===== src/rtl/fifo_pkg.sv =====
// Shared types for the synchronous FIFO and its read-side drain stage.
package fifo_pkg;

   localparam int DATA_WIDTH = 16;

   typedef logic [DATA_WIDTH-1:0] data_t;

   typedef enum logic [1:0] {
      EMPTY   = 2'd0,
      PARTIAL = 2'd1,
      FULL    = 2'd2
   } occ_state_e;

endpackage


===== src/rtl/drain_buf.sv =====
// Small circular output buffer: register array with wrapping write/read pointers
// and an occupancy count. The head entry is always visible on rd_data.
module drain_buf #(
   parameter int DATA_WIDTH = 16,
   parameter int BUF_DEPTH  = 2,
   localparam int PTR_W     = (BUF_DEPTH > 1) ? $clog2(BUF_DEPTH) : 1,
   localparam int OCC_W     = $clog2(BUF_DEPTH + 1)
) (
   input  logic                  clk,
   input  logic                  rst,
   input  logic                  wr_en,
   input  logic [DATA_WIDTH-1:0] wr_data,
   input  logic                  pop,
   output logic [DATA_WIDTH-1:0] rd_data,
   output logic [OCC_W-1:0]      occ
);

   logic [DATA_WIDTH-1:0] mem_q [BUF_DEPTH];
   logic [PTR_W-1:0]      wr_ptr_q, wr_ptr_d;
   logic [PTR_W-1:0]      rd_ptr_q, rd_ptr_d;
   logic [OCC_W-1:0]      occ_q, occ_d;

   function automatic logic [PTR_W-1:0] ptr_inc(input logic [PTR_W-1:0] p);
      return (p == PTR_W'(BUF_DEPTH - 1)) ? '0 : p + 1'b1;
   endfunction

   always_comb begin
      wr_ptr_d = wr_en ? ptr_inc(wr_ptr_q) : wr_ptr_q;
      rd_ptr_d = pop ? ptr_inc(rd_ptr_q) : rd_ptr_q;
      occ_d    = occ_q;
      if (wr_en && !pop) begin
         occ_d = occ_q + 1'b1;
      end else if (!wr_en && pop) begin
         occ_d = occ_q - 1'b1;
      end
   end

   always_ff @(posedge clk) begin
      if (rst) begin
         for (int i = 0; i < BUF_DEPTH; i++) begin
            mem_q[i] <= '0;
         end
         wr_ptr_q <= '0;
         rd_ptr_q <= '0;
         occ_q    <= '0;
      end else begin
         if (wr_en) begin
            mem_q[wr_ptr_q] <= wr_data;
         end
         wr_ptr_q <= wr_ptr_d;
         rd_ptr_q <= rd_ptr_d;
         occ_q    <= occ_d;
      end
   end

   assign rd_data = mem_q[rd_ptr_q];
   assign occ     = occ_q;

endmodule


===== src/rtl/fifo_stream_drain_sva.sv =====
// Protocol checks for the drain stage: no reads of an empty FIFO, bounded
// occupancy, and a stable output word while the sink stalls.
module fifo_stream_drain_sva
   import fifo_pkg::*;
#(
   parameter int DATA_WIDTH = 16,
   parameter int BUF_DEPTH  = 2,
   parameter int OCC_W      = 2
) (
   input logic                  clk,
   input logic                  rst,
   input logic                  fifo_rd_en,
   input logic                  fifo_empty,
   input logic                  capture,
   input logic                  m_valid,
   input logic                  m_ready,
   input logic [DATA_WIDTH-1:0] m_data,
   input logic [OCC_W-1:0]      occ
);

   occ_state_e occ_state;

   always_comb begin
      occ_state = PARTIAL;
      if (occ == '0) begin
         occ_state = EMPTY;
      end else if (occ == OCC_W'(BUF_DEPTH)) begin
         occ_state = FULL;
      end
   end

   a_no_read_when_empty: assert property (@(posedge clk) disable iff (rst)
      !(fifo_rd_en && fifo_empty));

   a_occ_bounded: assert property (@(posedge clk) disable iff (rst)
      occ <= OCC_W'(BUF_DEPTH));

   a_data_stable: assert property (@(posedge clk) disable iff (rst)
      (m_valid && !m_ready) |=> $stable(m_data));

   a_valid_matches_state: assert property (@(posedge clk) disable iff (rst)
      m_valid == (occ_state != EMPTY));

   // The credit check must guarantee room for every word already in flight.
   a_no_capture_when_full: assert property (@(posedge clk) disable iff (rst)
      !(capture && occ_state == FULL));

endmodule


===== src/rtl/fifo_stream_drain.sv =====
// Read-side drain for the synchronous FIFO: credit-managed reads absorb the
// one-cycle read latency and the buffered words are presented as valid/ready.
module fifo_stream_drain
   import fifo_pkg::*;
#(
   parameter int DATA_WIDTH = fifo_pkg::DATA_WIDTH,
   parameter int BUF_DEPTH  = 2,
   parameter int CNT_WIDTH  = 16
) (
   input  logic                  clk,
   input  logic                  rst,
   input  logic                  enable,
   input  logic                  fifo_empty,
   input  logic                  fifo_underflow,
   input  logic [DATA_WIDTH-1:0] fifo_data_out,
   output logic                  fifo_rd_en,
   output logic                  m_valid,
   input  logic                  m_ready,
   output logic [DATA_WIDTH-1:0] m_data,
   output logic [CNT_WIDTH-1:0]  words_out,
   output logic                  underflow_err
);

   localparam int OCC_W = $clog2(BUF_DEPTH + 1);

   logic                 inflight_q, inflight_d;
   logic                 underflow_err_q, underflow_err_d;
   logic [CNT_WIDTH-1:0] words_q, words_d;
   logic [OCC_W-1:0]     occ;
   logic [OCC_W:0]       committed;
   logic                 credit_ok;
   logic                 pop;
   logic                 capture;

   drain_buf #(
      .DATA_WIDTH (DATA_WIDTH),
      .BUF_DEPTH  (BUF_DEPTH)
   ) u_buf (
      .clk     (clk),
      .rst     (rst),
      .wr_en   (capture),
      .wr_data (fifo_data_out),
      .pop     (pop),
      .rd_data (m_data),
      .occ     (occ)
   );

   assign m_valid = (occ != '0);
   assign pop     = m_valid && m_ready;
   assign capture = inflight_q && !fifo_underflow;

   // occ + inflight - pop < BUF_DEPTH, rearranged so nothing goes negative.
   assign committed  = {1'b0, occ} + (OCC_W + 1)'(inflight_q);
   assign credit_ok  = committed < ((OCC_W + 1)'(BUF_DEPTH) + (OCC_W + 1)'(pop));
   assign fifo_rd_en = enable && !fifo_empty && !rst && credit_ok;

   always_comb begin
      inflight_d      = fifo_rd_en;
      underflow_err_d = underflow_err_q || (inflight_q && fifo_underflow);
      words_d         = pop ? words_q + 1'b1 : words_q;
   end

   always_ff @(posedge clk) begin
      if (rst) begin
         inflight_q      <= 1'b0;
         underflow_err_q <= 1'b0;
         words_q         <= '0;
      end else begin
         inflight_q      <= inflight_d;
         underflow_err_q <= underflow_err_d;
         words_q         <= words_d;
      end
   end

   assign words_out     = words_q;
   assign underflow_err = underflow_err_q;

   fifo_stream_drain_sva #(
      .DATA_WIDTH (DATA_WIDTH),
      .BUF_DEPTH  (BUF_DEPTH),
      .OCC_W      (OCC_W)
   ) u_sva (
      .clk        (clk),
      .rst        (rst),
      .fifo_rd_en (fifo_rd_en),
      .fifo_empty (fifo_empty),
      .capture    (capture),
      .m_valid    (m_valid),
      .m_ready    (m_ready),
      .m_data     (m_data),
      .occ        (occ)
   );

endmodule

===== config.mk =====
export PLATFORM = sky130hd
export DESIGN_NAME = fifo_stream_drain
export DESIGN_NICKNAME = d
export VERILOG_FILES = /design/src/rtl/fifo_pkg.sv /design/src/rtl/drain_buf.sv /design/src/rtl/fifo_stream_drain_sva.sv /design/src/rtl/fifo_stream_drain.sv
export SDC_FILE = /design/constraint.sdc
export NUM_CORES = 1
export LEC_CHECK = 0
export CAP_MARGIN = 30
export CORE_ASPECT_RATIO = 0.9
export CORE_MARGIN = 3
export CORE_UTILIZATION = 29
export DETAILED_ROUTE_END_ITERATION = 10
export PLACE_DENSITY = 0.61
export SLEW_MARGIN = 5
export SYNTH_ARGS = -nofsm -noshare
export SYNTH_HDL_FRONTEND = slang
export SYNTH_SLANG_ARGS = --single-unit

===== constraint.sdc =====
create_clock -name clk -period 3.8 [get_ports clk]
set_input_delay 0.76 -clock clk [delete_from_list [all_inputs] [get_ports clk]]
set_output_delay 0.76 -clock clk [all_outputs]
set_load 0.05 [all_outputs]

==> summary.md, run 1 <==
| Metric | Value |
|---|---|
| Rows | 31 |
| Status | finished clean |
| Initial antenna violation count | 0 |
| Area added between synthesis and finish | 32.0% |
| Share of cells above drive strength 1 | 12.8% |
| Die height | 92.9 microns |
| DRC | 0 |
| I/O pins | 57 |
| Pre-antenna DRT Iters | 4 |
| Worst hold path type | reg2reg |
| Comb pwr share | 30.4% |
| Number of DRC markers in iteration 0 | 38 |
| Nets | 291 |
| Vias in the first global route | 1689 |
| Starting Density | 30.0% |
| DR vias | 1684 |
| CTS tree | done |
| RSZ-0062 raised after global routing | false |
| Pwr Total | 1510 uW |
| Post-route ant nets | 0 |
| CTS Buf Count | 5 |
| Synth top area share | 39.5% |
| Adder-cell share of the synthesized area | 2.06% |
| Post-synthesis mux area share | 8.33% |
| Die width | 103 microns |
| Leak | 0.00116 uW |
| Yosys Warn Count | 0 |
| Die area | 9520 sq um |
| PwrDens | 470 nW/um^2 |
| Synth Net Count | 233 |
| Required @ worst endpoint | 3.04 ns |
| Clock Latency Late Sink | 0.31 ns |
| Avg Inst Size Synth | 11.8 sq um |
| Fillers | 790 |
| Ant diodes | 0 |
| Critical Path AT | 2.32 ns |
| Largest net degree at the start of global routing | 26 |
| Area of the multi-input gates | 957 sq um |
| Overall Global Routing Usage | 11.2% |
| Largest family of logic cells by synthesized area | simple AND/OR/NAND/NOR gates |
| Hold buffer count at CTS | 0 |
| Synth Area in Compound Gates | 3.34% |
| Post-Synth XOR/XNOR Area | 5.04% |
| Final setup viols | 0 |
| WL/cell | 13.8 microns |
| Vias/cell | 4.61 |
| Global-route wire length before repair | 8340 microns |
| H-tree depth | 2 |
| Synth Cell Area | 2430 sq um |
| Simple-Gate Fraction of Synth Area | 20.2% |
| # clock sinks | 55 |
| Total core area | 8110 sq um |
| Flop pwr share | 47.8% |
| Switching pwr | 523 uW |
| Port bufs | 56 |
| CP Class | in2out |
| Post-CTS Resized | 0 |
| Global route total overflow | 0 |
| Gate Count Post-Synth | 207 |
| Min cycle time layout | 3.08 ns |
| Fmax | 325 MHz |
| Max Fanout on Critical Path | 8 |
| Setup TNS Final | 0 ns |
| Clk network pwr share | 21.8% |
| Sw frac | 34.6% |
| Post-synth top area cell | edfxtp_1 |
| Root Buffer Master | clkbuf_8 |
| Final WL | 5020 microns |
| Slew Viols, Final | 0 |
| Crit. End Element | primary output |
| FF+latch area | 1420 sq um |
| Synth area leaders | edfxtp_1, dfxtp_1, and2_1 |
| R2R cell count | 5 |
| Yosys cell types | 34 |
| Worst Max-Slew Pin Slew | 0.901 ns |
| GP Congestion | 0.818 |
| WHS Path Cells | 2 |
| Int Power | 987 uW |
| Max-slew headroom | 39.9% |
| Fin crit share | 81.0% |
| Maximum clock skew at final layout | 0.00915 ns |
| Seq/Total Area, Yosys | 58.4% |
| Hpwl dp | 3420 microns |
| Total setup buffers inserted after CTS | 0 |
| Peak supply drop | 0.179 mV |
| Maximum clock path buffer count | 2 |
| Clock-pin slew on the worst setup and hold paths | 0.09 ns |
| CP startpoint kind | primary input |
| Max-cap violation count | 0 |
| Hold Vio Cnt, Final | 0 |
| Yosys reg bits | 55 |
[worst paths after layout]
check	startpoint	endpoint	slack (ns)
max	m_ready	fifo_rd_en	0.72
min	underflow_err$_SDFF_PP0_	underflow_err$_SDFF_PP0_	0.49
max reg2reg	u_buf.occ[0]$_SDFFE_PP0P_	words_out[14]$_SDFFE_PP0P_	1.76
min reg2reg	underflow_err$_SDFF_PP0_	underflow_err$_SDFF_PP0_	0.49
[placed cells by master (no fill, tap or decap), types with 6 or more instances in the layout]
| cell type | n |
|---|---|
| nor2_1 | 19 |
| and2_1 | 32 |
| edfxtp_1 | 32 |
| a21oi_1 | 6 |
| dfxtp_1 | 23 |
| clkdlybuf4s50_1 | 55 |
| mux2_2 | 17 |
| xnor2_1 | 8 |
| nand3_1 | 7 |
| xor2_1 | 6 |
[routing by layer]
layer | GRT usage, % | vias to the layer above | share of wire [%]
met2 | 17.8 | 46 | 47
met5 | 0 | - | 0
met1 | 14.7 | 794 | 46
met3 | 3.16 | 8 | 6.3
met4 | 3.28 | 0 | 1.2
li1 | - | 836 | -
[metrics by stage]
step / util, % / setup slack, ns / hold slack [ns] / instances / instance area (sq um)
2_1_floorplan: - / 1.32 / 0.481 / 207 / 2430
3_3_place_gp: 38.5 / 0.777 / 0.455 / 357 / 3120
3_5_place_dp: 38.5 / 0.725 / 0.469 / 357 / 3120
4_1_cts: 39.6 / 0.686 / 0.492 / 365 / 3210
5_1_grt: 39.6 / 0.601 / 0.525 / 365 / 3210
6_report: 39.6 / 0.724 / 0.486 / 365 / 3210
[cell type report]
cell class                 instances  area share, %
clock inverter                     2          0.546
inverter                           6          0.779
multi-input combinational        138           29.8
sequential                        55           44.3
tap                               99           3.86
timing repair buffer              59           18.5
clock buffer                       6           2.26
[sequential cells by signal (all words and copies together), names as in the netlist, named ones only]
signal,cells
words_out,16
u_buf.mem_q,32
u_buf.occ,2
u_buf.wr_ptr_q,1
u_buf.rd_ptr_q,1
inflight_q,1
underflow_err,1
[synthesized netlist by cell type]
| cell | count |
|---|---|
| a21o_1 | 1 |
| nand2b_1 | 1 |
| mux2_1 | 1 |
| a21oi_1 | 6 |
| nor4b_1 | 1 |
| and4b_1 | 2 |
| nor2_1 | 19 |
| nor2b_1 | 1 |
| nor3b_1 | 1 |
| o21bai_1 | 1 |
| edfxtp_1 | 32 |
| and3_1 | 3 |
| buf_1 | 3 |
| and2_1 | 32 |
| or3_4 | 1 |
| or3_1 | 2 |
| clkbuf_1 | 4 |
| mux2_2 | 17 |
| ha_1 | 4 |
| o21a_1 | 1 |
| inv_1 | 5 |
| dfxtp_1 | 23 |
| xnor2_1 | 8 |
| buf_6 | 1 |
| o21ai_0 | 4 |
| or2_2 | 2 |
| nand4_1 | 3 |
| nand3_1 | 7 |
| inv_4 | 1 |
| xor2_1 | 6 |
| o2111ai_1 | 1 |
| nor4_1 | 3 |
| nand2_1 | 5 |
| nor3_1 | 5 |
[logic make-up (layout without fill, tap and decap cells)]
group	after synthesis	count (layout)
AOI/OAI and AO/OA	14	14
xor gates and xnor gates	14	14
adders and majority gates	4	4
buffers and inverters	14	73
DFF	55	55
muxes	18	18
and+or+nand+nor	88	88
[worst max-delay path: stages]
cell	delay (ns)
clkdlybuf4s50_1	0.48
o21a_1	0.35
inv_4	0.09
o21ai_0	0.21
and4b_1	0.28
buf_12	0.15
[power groups by stage]
| stage | sequential [uW] | clock, uW | combinational, uW |
|---|---|---|---|
| after CTS | 724 | 340 | 465 |
| after floorplan | 721 | 0 | 333 |
| after global routing | 732 | 367 | 489 |
| final | 721 | 329 | 460 |
| after global placement | 737 | 0 | 461 |
| after detailed placement | 737 | 0 | 463 |
No activity file was read; power rests on OpenSTA's default activity.
==> run 2, diff against run 1 <==
clock period = 3.2 ns   (was 3.8 ns; I/O delays follow)
==> summary.md, run 2 (synthesized netlist as in run 1, its figures left out) <==
| Metric | Value |
|---|---|
| Hpwl dp | 3360 microns |
| DRC | 0 |
| Fillers | 792 |
| Largest net degree at the start of global routing | 25 |
| Worst Max-Slew Pin Slew | 0.545 ns |
| Die height | 92.9 microns |
| R2R setup slack | 1.35 ns |
| Vias/cell | 4.47 |
| Maximum clock path buffer count | 2 |
| Hold Vio Cnt, Final | 0 |
| Die area | 9520 sq um |
| Switching pwr | 611 uW |
| Fmax | 382 MHz |
| CTS tree | done |
| CP startpoint kind | primary input |
| Flop pwr share | 46.1% |
| Area added between synthesis and finish | 32.9% |
| Clock-pin slew on the worst setup and hold paths | 0.09 ns |
| Max reg flops | 32 |
| GP Congestion | 0.741 |
| Int Power | 1180 uW |
| Max Fanout on Critical Path | 7 |
| Initial antenna violation count | 0 |
| Final WL | 4850 microns |
| Rows | 31 |
| Port bufs | 56 |
| Ant diodes | 0 |
| Global-route wire length before repair | 8200 microns |
| Max-cap violation count | 0 |
| Vias in the first global route | 1718 |
| Maximum clock skew at final layout | 0.00732 ns |
| Share of cells above drive strength 1 | 13.8% |
| Most common cell after layout, fill and taps aside | clkdlybuf4s50_1 |
| Number of DRC markers in iteration 0 | 35 |
| Post-CTS Resized | 0 |
| H-tree depth | 2 |
| Pre-antenna DRT Iters | 4 |
| Hold buffer count at CTS | 0 |
| Leak | 0.00117 uW |
| Final Hold Slack | 0.480 ns |
| Fin crit share | 81.7% |
| Root Buffer Master | clkbuf_8 |
| Status | finished clean |
| CTS Buf Count | 5 |
| PwrDens | 554 nW/um^2 |
| Critical Path AT | 1.97 ns |
| Min cycle time layout | 2.61 ns |
| Clk network pwr share | 21.1% |
| Starting Density | 30.0% |
| Final setup viols | 0 |
| Most frequent cells in the layout | clkdlybuf4s50_1, and2_1, edfxtp_1 |
| DR vias | 1645 |
| I/O pins | 57 |
| Slew Viols, Final | 0 |
| Required @ worst endpoint | 2.56 ns |
| Global route total overflow | 0 |
| WL/cell | 13.2 microns |
| Clock Latency Late Sink | 0.30 ns |
| Largest reg by FF count | u_buf.mem_q |
| RSZ-0062 raised after global routing | false |
| Total setup buffers inserted after CTS | 0 |
| Worst hold path type | reg2reg |
| Post-route ant nets | 0 |
| CP Class | in2out |
| # clock sinks | 55 |
| Crit. End Element | primary output |
| Nets | 294 |
| Total core area | 8110 sq um |
| Comb pwr share | 32.9% |
| Die width | 103 microns |
| Peak supply drop | 0.224 mV |
| Overall Global Routing Usage | 10.9% |
| Max-slew headroom | 63.4% |
| Sw frac | 34.1% |
| Setup TNS Final | 0 ns |
-- run 2: changes by cell type in the layout (fill, tap and decap cells not counted), sizes merged --
cell and delta:
buf +3, clkbuf -1, clkinvlp +1
-- run 2: final cells by class --
class | instances | area [sq um] | share of cell area [%]
Multi-Input combinational cell | 138 | 957 | 29.6
Tap cell | 99 | 124 | 3.83
Inverter | 6 | 25.0 | 0.774
Clock inverter | 3 | 20.0 | 0.619
Timing Repair Buffer | 62 | 616 | 19.0
Clock buffer | 5 | 68.8 | 2.13
Sequential cell | 55 | 1420 | 44.0
-- run 2: critical path, stage by stage --
cell,delay (ns)
clkdlybuf4s50_1,0.47
o21a_1,0.18
inv_4,0.07
o21ai_0,0.19
and4b_1,0.27
buf_12,0.15
-- run 2: final timing paths --
check,from,endpoint,depth (start not counted)
worst max-delay path,m_ready,fifo_rd_en,6
worst min-delay path,underflow_err$_SDFF_PP0_,underflow_err$_SDFF_PP0_,2
worst max register to register,words_out[0]$_SDFFE_PP0P_,words_out[14]$_SDFFE_PP0P_,5
worst min register to register,underflow_err$_SDFF_PP0_,underflow_err$_SDFF_PP0_,2
-- run 2: stage by stage --
| stage | setup WS, ns | std cells | instance area, sq um | total power (uW) | utilization [%] |
|---|---|---|---|---|---|
| after floorplan | 0.964 | 207 | 2430 | 1250 | - |
| after CTS | 0.581 | 368 | 3230 | 1810 | 39.9 |
| final | 0.585 | 368 | 3230 | 1790 | 39.9 |
| after detailed placement | 0.584 | 360 | 3140 | 1430 | 38.8 |
| after global placement | 0.594 | 360 | 3140 | 1430 | 38.8 |
| after global routing | 0.467 | 368 | 3230 | 1880 | 39.9 |
-- run 2: layer usage --
metal / part of all wire, % / GRT usage, % / wire, microns / vias up
met3: 6.2 / 3.16 / 298 / 2
met1: 48 / 13.9 / 2300 / 761
met5: 0 / 0 / 0 / -
li1: - / - / - / 840
met4: 0.39 / 1.97 / 19 / 0
met2: 46 / 18.2 / 2220 / 42
-- run 2: power groups by stage --
| stage | sequential (uW) | combinational (uW) | clock [uW] |
|---|---|---|---|
| floorplan | 856 | 395 | 0 |
| global placement | 842 | 590 | 0 |
| detailed placement | 842 | 592 | 0 |
| CTS | 826 | 597 | 390 |
| global route | 831 | 630 | 422 |
| finish | 825 | 588 | 377 |
